**src/rtl/usr_pkg.sv**
```systemverilog
// rtl/usr_pkg.sv - shared types and constants for the universal shift register family
//
// Holds the deserializer FSM state type, the USR mode encoding shared with
// the shift register itself, and the bit-counter width helper.
package usr_pkg;

  typedef enum logic [1:0] {
    IDLE   = 2'd0,
    DATA   = 2'd1,
    PARITY = 2'd2
  } deser_state_t;

  localparam logic [1:0] HOLD = 2'b00;
  localparam logic [1:0] SHR  = 2'b01;
  localparam logic [1:0] SHL  = 2'b10;
  localparam logic [1:0] LOAD = 2'b11;

  // Counter must be able to hold the value WIDTH itself (parity phase).
  function automatic int cnt_width(input int width);
    return $clog2(width + 1);
  endfunction

endpackage

```
**src/rtl/usr_deser_shreg.sv**
```systemverilog
// rtl/usr_deser_shreg.sv - bidirectional shift register with enable and clear
//
// Ports:
//   clk, rst   : clock, synchronous active-high reset
//   en         : shift one bit this cycle
//   clr        : discard current contents (applied before any shift)
//   lsb_first  : 1 = shift right (s_in enters at MSB), 0 = shift left
//   s_in       : serial bit
//   q_next     : value the register takes on the next edge
module usr_deser_shreg #(
  parameter int WIDTH = 4
) (
  input  logic             clk,
  input  logic             rst,
  input  logic             en,
  input  logic             clr,
  input  logic             lsb_first,
  input  logic             s_in,
  output logic [WIDTH-1:0] q_next
);

  logic [WIDTH-1:0] q;
  logic [WIDTH-1:0] base;

  // The next value is exported so the word containing the final bit can be
  // captured on the same edge that shifts that bit in.
  always_comb begin
    base   = clr ? '0 : q;
    q_next = base;
    if (en) begin
      if (lsb_first) q_next = {s_in, base[WIDTH-1:1]};
      else           q_next = {base[WIDTH-2:0], s_in};
    end
  end

  always_ff @(posedge clk) begin
    if (rst) q <= '0;
    else     q <= q_next;
  end

endmodule

```
**src/rtl/usr_deser.sv**
```systemverilog
// rtl/usr_deser.sv - serial-to-parallel receiver for USR serial outputs
//
// Optional feature macro: USR_DESER_PARITY_EN (even-parity bit after data).
//
// Ports:
//   clk, rst            : clock, synchronous active-high reset
//   s_in, s_valid       : serial bit and its qualifier
//   sync                : frame start, drops any partial word
//   lsb_first           : stream order, latched on the first bit of a word
//   p_out, p_valid      : assembled word and its valid flag
//   p_ready             : consumer accepts p_out
//   busy                : word partially received
//   overrun, clr_ovr    : sticky dropped-word flag and its clear
//   parity_err          : parity mismatch on current p_out (0 without parity)
module usr_deser
  import usr_pkg::*;
#(
  parameter int WIDTH = 4
) (
  input  logic             clk,
  input  logic             rst,
  input  logic             s_in,
  input  logic             s_valid,
  input  logic             sync,
  input  logic             lsb_first,
  output logic [WIDTH-1:0] p_out,
  output logic             p_valid,
  input  logic             p_ready,
  output logic             busy,
  output logic             overrun,
  input  logic             clr_ovr,
  output logic             parity_err
);

  localparam int CW = cnt_width(WIDTH);

  deser_state_t     state, state_n;
  logic [CW-1:0]    cnt, cnt_n;
  logic             dir_q, dir_n;
  logic             first;
  logic             complete;
  logic             shift_en;
  logic             shift_dir;
  logic [WIDTH-1:0] word;
  logic             drop;

  always_comb begin
    state_n  = state;
    cnt_n    = cnt;
    dir_n    = dir_q;
    first    = 1'b0;
    complete = 1'b0;
    if (sync) begin
      state_n = IDLE;
      cnt_n   = '0;
    end
    if (s_valid) begin
      // A bit arriving with sync, or from IDLE, starts a fresh word.
      if (sync || state == IDLE) begin
        first   = 1'b1;
        dir_n   = lsb_first;
        state_n = DATA;
        cnt_n   = CW'(1);
      end else if (state == DATA) begin
        if (cnt == CW'(WIDTH - 1)) begin
`ifdef USR_DESER_PARITY_EN
          state_n = PARITY;
          cnt_n   = CW'(WIDTH);
`else
          complete = 1'b1;
          state_n  = IDLE;
          cnt_n    = '0;
`endif
        end else begin
          cnt_n = cnt + CW'(1);
        end
      end else begin
        complete = 1'b1;
        state_n  = IDLE;
        cnt_n    = '0;
      end
    end
  end

  // The first bit must use the live lsb_first; dir_q is not loaded yet.
  assign shift_en  = s_valid && (first || state == DATA);
  assign shift_dir = first ? lsb_first : dir_q;
  assign drop      = complete && p_valid && !p_ready;
  assign busy      = (state != IDLE);

  usr_deser_shreg #(.WIDTH(WIDTH)) u_shreg (
    .clk       (clk),
    .rst       (rst),
    .en        (shift_en),
    .clr       (sync),
    .lsb_first (shift_dir),
    .s_in      (s_in),
    .q_next    (word)
  );

  always_ff @(posedge clk) begin
    if (rst) begin
      state   <= IDLE;
      cnt     <= '0;
      dir_q   <= 1'b0;
      p_out   <= '0;
      p_valid <= 1'b0;
      overrun <= 1'b0;
    end else begin
      state <= state_n;
      cnt   <= cnt_n;
      dir_q <= dir_n;
      if (complete && (!p_valid || p_ready)) begin
        p_out   <= word;
        p_valid <= 1'b1;
      end else if (p_valid && p_ready) begin
        p_valid <= 1'b0;
      end
      if (drop)         overrun <= 1'b1;
      else if (clr_ovr) overrun <= 1'b0;
    end
  end

`ifdef USR_DESER_PARITY_EN
  // In PARITY the register is not shifting, so word holds the data bits.
  always_ff @(posedge clk) begin
    if (rst) begin
      parity_err <= 1'b0;
    end else if (complete && (!p_valid || p_ready)) begin
      parity_err <= (^word) ^ s_in;
    end
  end
`else
  assign parity_err = 1'b0;
`endif

endmodule

```
**config.mk**
```make
export PLATFORM = sky130hd
export DESIGN_NAME = usr_deser
export DESIGN_NICKNAME = d
export VERILOG_FILES = /design/src/rtl/usr_pkg.sv /design/src/rtl/usr_deser_shreg.sv /design/src/rtl/usr_deser.sv
export SDC_FILE = /design/constraint.sdc
export NUM_CORES = 1
export LEC_CHECK = 0
export BUFFER_PORTS_ARGS = -buffer_cell sky130_fd_sc_hd__buf_2
export CAP_MARGIN = 10
export CORE_ASPECT_RATIO = 1.2
export CORE_MARGIN = 3
export CORE_UTILIZATION = 47
export DETAILED_ROUTE_END_ITERATION = 10
export PLACE_DENSITY_LB_ADDON = 0.2
export SLEW_MARGIN = 15
export SYNTH_ARGS = -nofsm -noshare
export SYNTH_HDL_FRONTEND = slang
export SYNTH_HIERARCHICAL = 1
export SYNTH_SLANG_ARGS = --single-unit
```
**constraint.sdc**
```tcl
create_clock -name clk -period 2.38 [get_ports clk]
set_input_delay 0.476 -clock clk [delete_from_list [all_inputs] [get_ports clk]]
set_output_delay 0.476 -clock clk [all_outputs]
set_load 0.1 [all_outputs]
```
==> impl_metrics.py <==
metrics = {
    "yosys": {
        "yosysMostFrequentCell": "dfxtp_1",
        "ys.warnings.count": 6,
        "synth.distinct_cells": 36,
        "avgSynthCellArea_um2": 9.61,
        "seq_area_frac_synth_pct": 39.2,
        "synth_top_area_share_pct": 39.2,
        "synth_area_leaders": "dfxtp_1 39%, mux2i_1 8.6%, nor2_1 5.1%",
        "ys_top_cells_by_count": "16 x dfxtp_1, 11 x nor2_1, 7 x mux2i_1, 4 x nand2_1, 4 x nor3_2",
        "syn_area_um2": 817,
        "synth_edf_count": 0,
        "syn_inst": 85,
        "synth_top_cell_by_area": "dfxtp_1",
        "async_flop_share_pct": 0,
        "ys_ff_latch": 16,
        "synth_ff_type": "dfxtp_1",
        "synth_nets": 94,
    },
    "final_layout": {
        "area_growth_pct": 12.6,
        "nNetsFinal": 109,
        "fillerInstances": 148,
        "stdcell_count": 116,
        "diodes": 0,
        "drive_gt1_share_pct": 33.3,
    },
    "sta": {
        "period_needed_ns": 1.83,
        "setup_tns_ns": 0,
        "hold_viol_final": 0,
        "clock.fmax_mhz": 546,
        "rsz0062_at_grt": "no",
        "skew_ns": 0.00657,
        "fin_crit_sh_pct": 76.9,
        "finalSetupViolCount": 0,
        "slew_viol_final": 0,
    },
    "worst_setup_path": {
        "cpPeakStageDelay_ns": 0.51,
        "crit_chain": "nor2_2 -> inv_1 -> buf_2",
        "rrSetupSlack_ns": 0.57,
        "start_kind": "flop",
        "cp.arrival_ns": 1.35,
        "cp-end-kind": "output port",
        "cp.required_ns": 1.90,
        "critPathKind": "flop to output port",
        "cp_max_fo": 8,
        "crit_slowest_cell": "dfxtp_1",
    },
    "global_route": {
        "grt_pass1_wl_um": 2420,
        "grt_max_degree": 16,
        "grt_pass1_vias": 592,
        "grt.total_usage_pct": 13.8,
        "antenna_found_initial": 0,
        "grt_overflow_total": 0,
    },
    "floorplanning": {
        "start_util_pct": 53.1,
        "die_h_um": 51.7,
        "die-width_um": 44.1,
        "ios": 16,
        "placementRows": 15,
        "dieArea_um2": 2280,
        "core_region_area_um2": 1540,
    },
    "route": {
        "vias_per_cell": 5.56,
        "drtIter0Drc": 4,
        "highest_layer": "met4",
        "first_pass_iters": 4,
        "wl_per_cell_um": 12.8,
        "routed_wl_um": 1490,
        "route.met2.wl_um": 749,
        "vias": 645,
        "wl_met3_um": 53,
        "drtAntennaViolNets": 0,
        "drc": 0,
        "met1Wirelength_um": 677,
    },
    "power_and_ir_drop": {
        "p_leak_nw": 0.413,
        "ir_worst_vdd_uv": 376,
        "finalPower_uw": 533,
        "power_density_nw_per_um2": 579,
    },
    "placement": {
        "dp.cells": 112,
        "gp_congestion": 0.783,
        "place.port_buffers": 14,
        "hpwl_um": 1090,
    },
    "cts": {
        "h-tree-depth": 1,
        "cts-root-buf": "clkbuf_4",
        "hold_buffers": 0,
        "cts_buffers": 3,
        "clk_latency_ns": 0.28,
        "clkTransAtPathRegs_ns": 0.10,
        "cts_setup_buffers": 0,
        "cts_tree": "built",
        "max-clock-path-buffers": 2,
        "cts_sinks": 16,
        "ctsResizeCount": 0,
    },
    "min_path": {
        "hold_class": "flop to flop",
    },
    "run_status": {
        "status": "finished clean",
    },
    "run": {
        "maxCapViolCount": 0,
    },
}
## routing by layer
layer	vias to the layer above	track usage [%]
met5	-	0
met2	11	25.2
met4	0	4.52
met3	2	2.08
met1	308	15.8
li1	324	-
## placed cells by master, fill, tap and decap left out, types with 2 or more instances in the layout
master,instances
nand2_1,4
and2_4,2
buf_2,14
a31oi_1,2
nor2b_1,3
nor2_1,11
dfxtp_1,16
inv_1,3
a21oi_1,3
o22ai_1,2
clkbuf_4,3
nor3_2,4
o21ai_0,3
mux2i_1,7
## cell families after synthesis
group	after synthesis	share of synthesized area, %
AND/OR/NAND/NOR	34	27.0
buffers and inverters	8	5.36
AO/OA/AOI/OAI	17	16.1
multiplexers	8	10.4
other	1	0.459
flip-flops	16	39.2
adder cells (fa/ha/maj)	1	1.53
## where the power goes
group	internal, mW	total [mW]	switching, mW
registers	0.274	0.278	0.00451
clock network	0.0929	0.177	0.0836
logic	0.0279	0.0779	0.0501
## stage by stage
| step | hold WS [ns] | utilization [%] | setup slack [ns] | area [um^2] |
|---|---|---|---|---|
| after floorplan | 0.421 | - | 0.565 | 817 |
| after global placement | 0.434 | 57.4 | 0.490 | 883 |
| after detailed placement | 0.442 | 57.4 | 0.459 | 883 |
| after CTS | 0.457 | 59.8 | 0.525 | 920 |
| after global routing | 0.482 | 59.8 | 0.423 | 920 |
| final | 0.451 | 59.8 | 0.550 | 920 |
## registers in the layout, summed over array words and instances, names as in the netlist
name,flops
u_shreg/q,4
cnt,3
p_valid,1
overrun,1
dir_q,1
p_out,4
state,2
## area by class of cell
class | count | area, um^2 | share of cell area (%)
Multi-Input combinational cell | 61 | 453 | 49.3
Inverter | 3 | 11.3 | 1.22
Tap cell | 17 | 21.3 | 2.31
Timing Repair Buffer | 15 | 77.6 | 8.44
Sequential cell | 16 | 320 | 34.8
Clock buffer | 4 | 36.3 | 3.95
## final timing paths
check,startpoint,end,depth (start not counted)
worst max-delay path,state[1],busy,3
worst min-delay path,cnt[2],cnt[2],2
worst max register to register,state[1],p_out[1],8
worst min register to register,cnt[2],cnt[2],2
## worst max-delay path, delay by kind of cell, from the launching register on
| family | cells | cell delay, ns |
|---|---|---|
| buffers and inverters | 2 | 0.47 |
| flip-flops | 1 | 0.51 |
| AND/OR/NAND/NOR | 1 | 0.09 |
(Power assumes the default switching activity.)
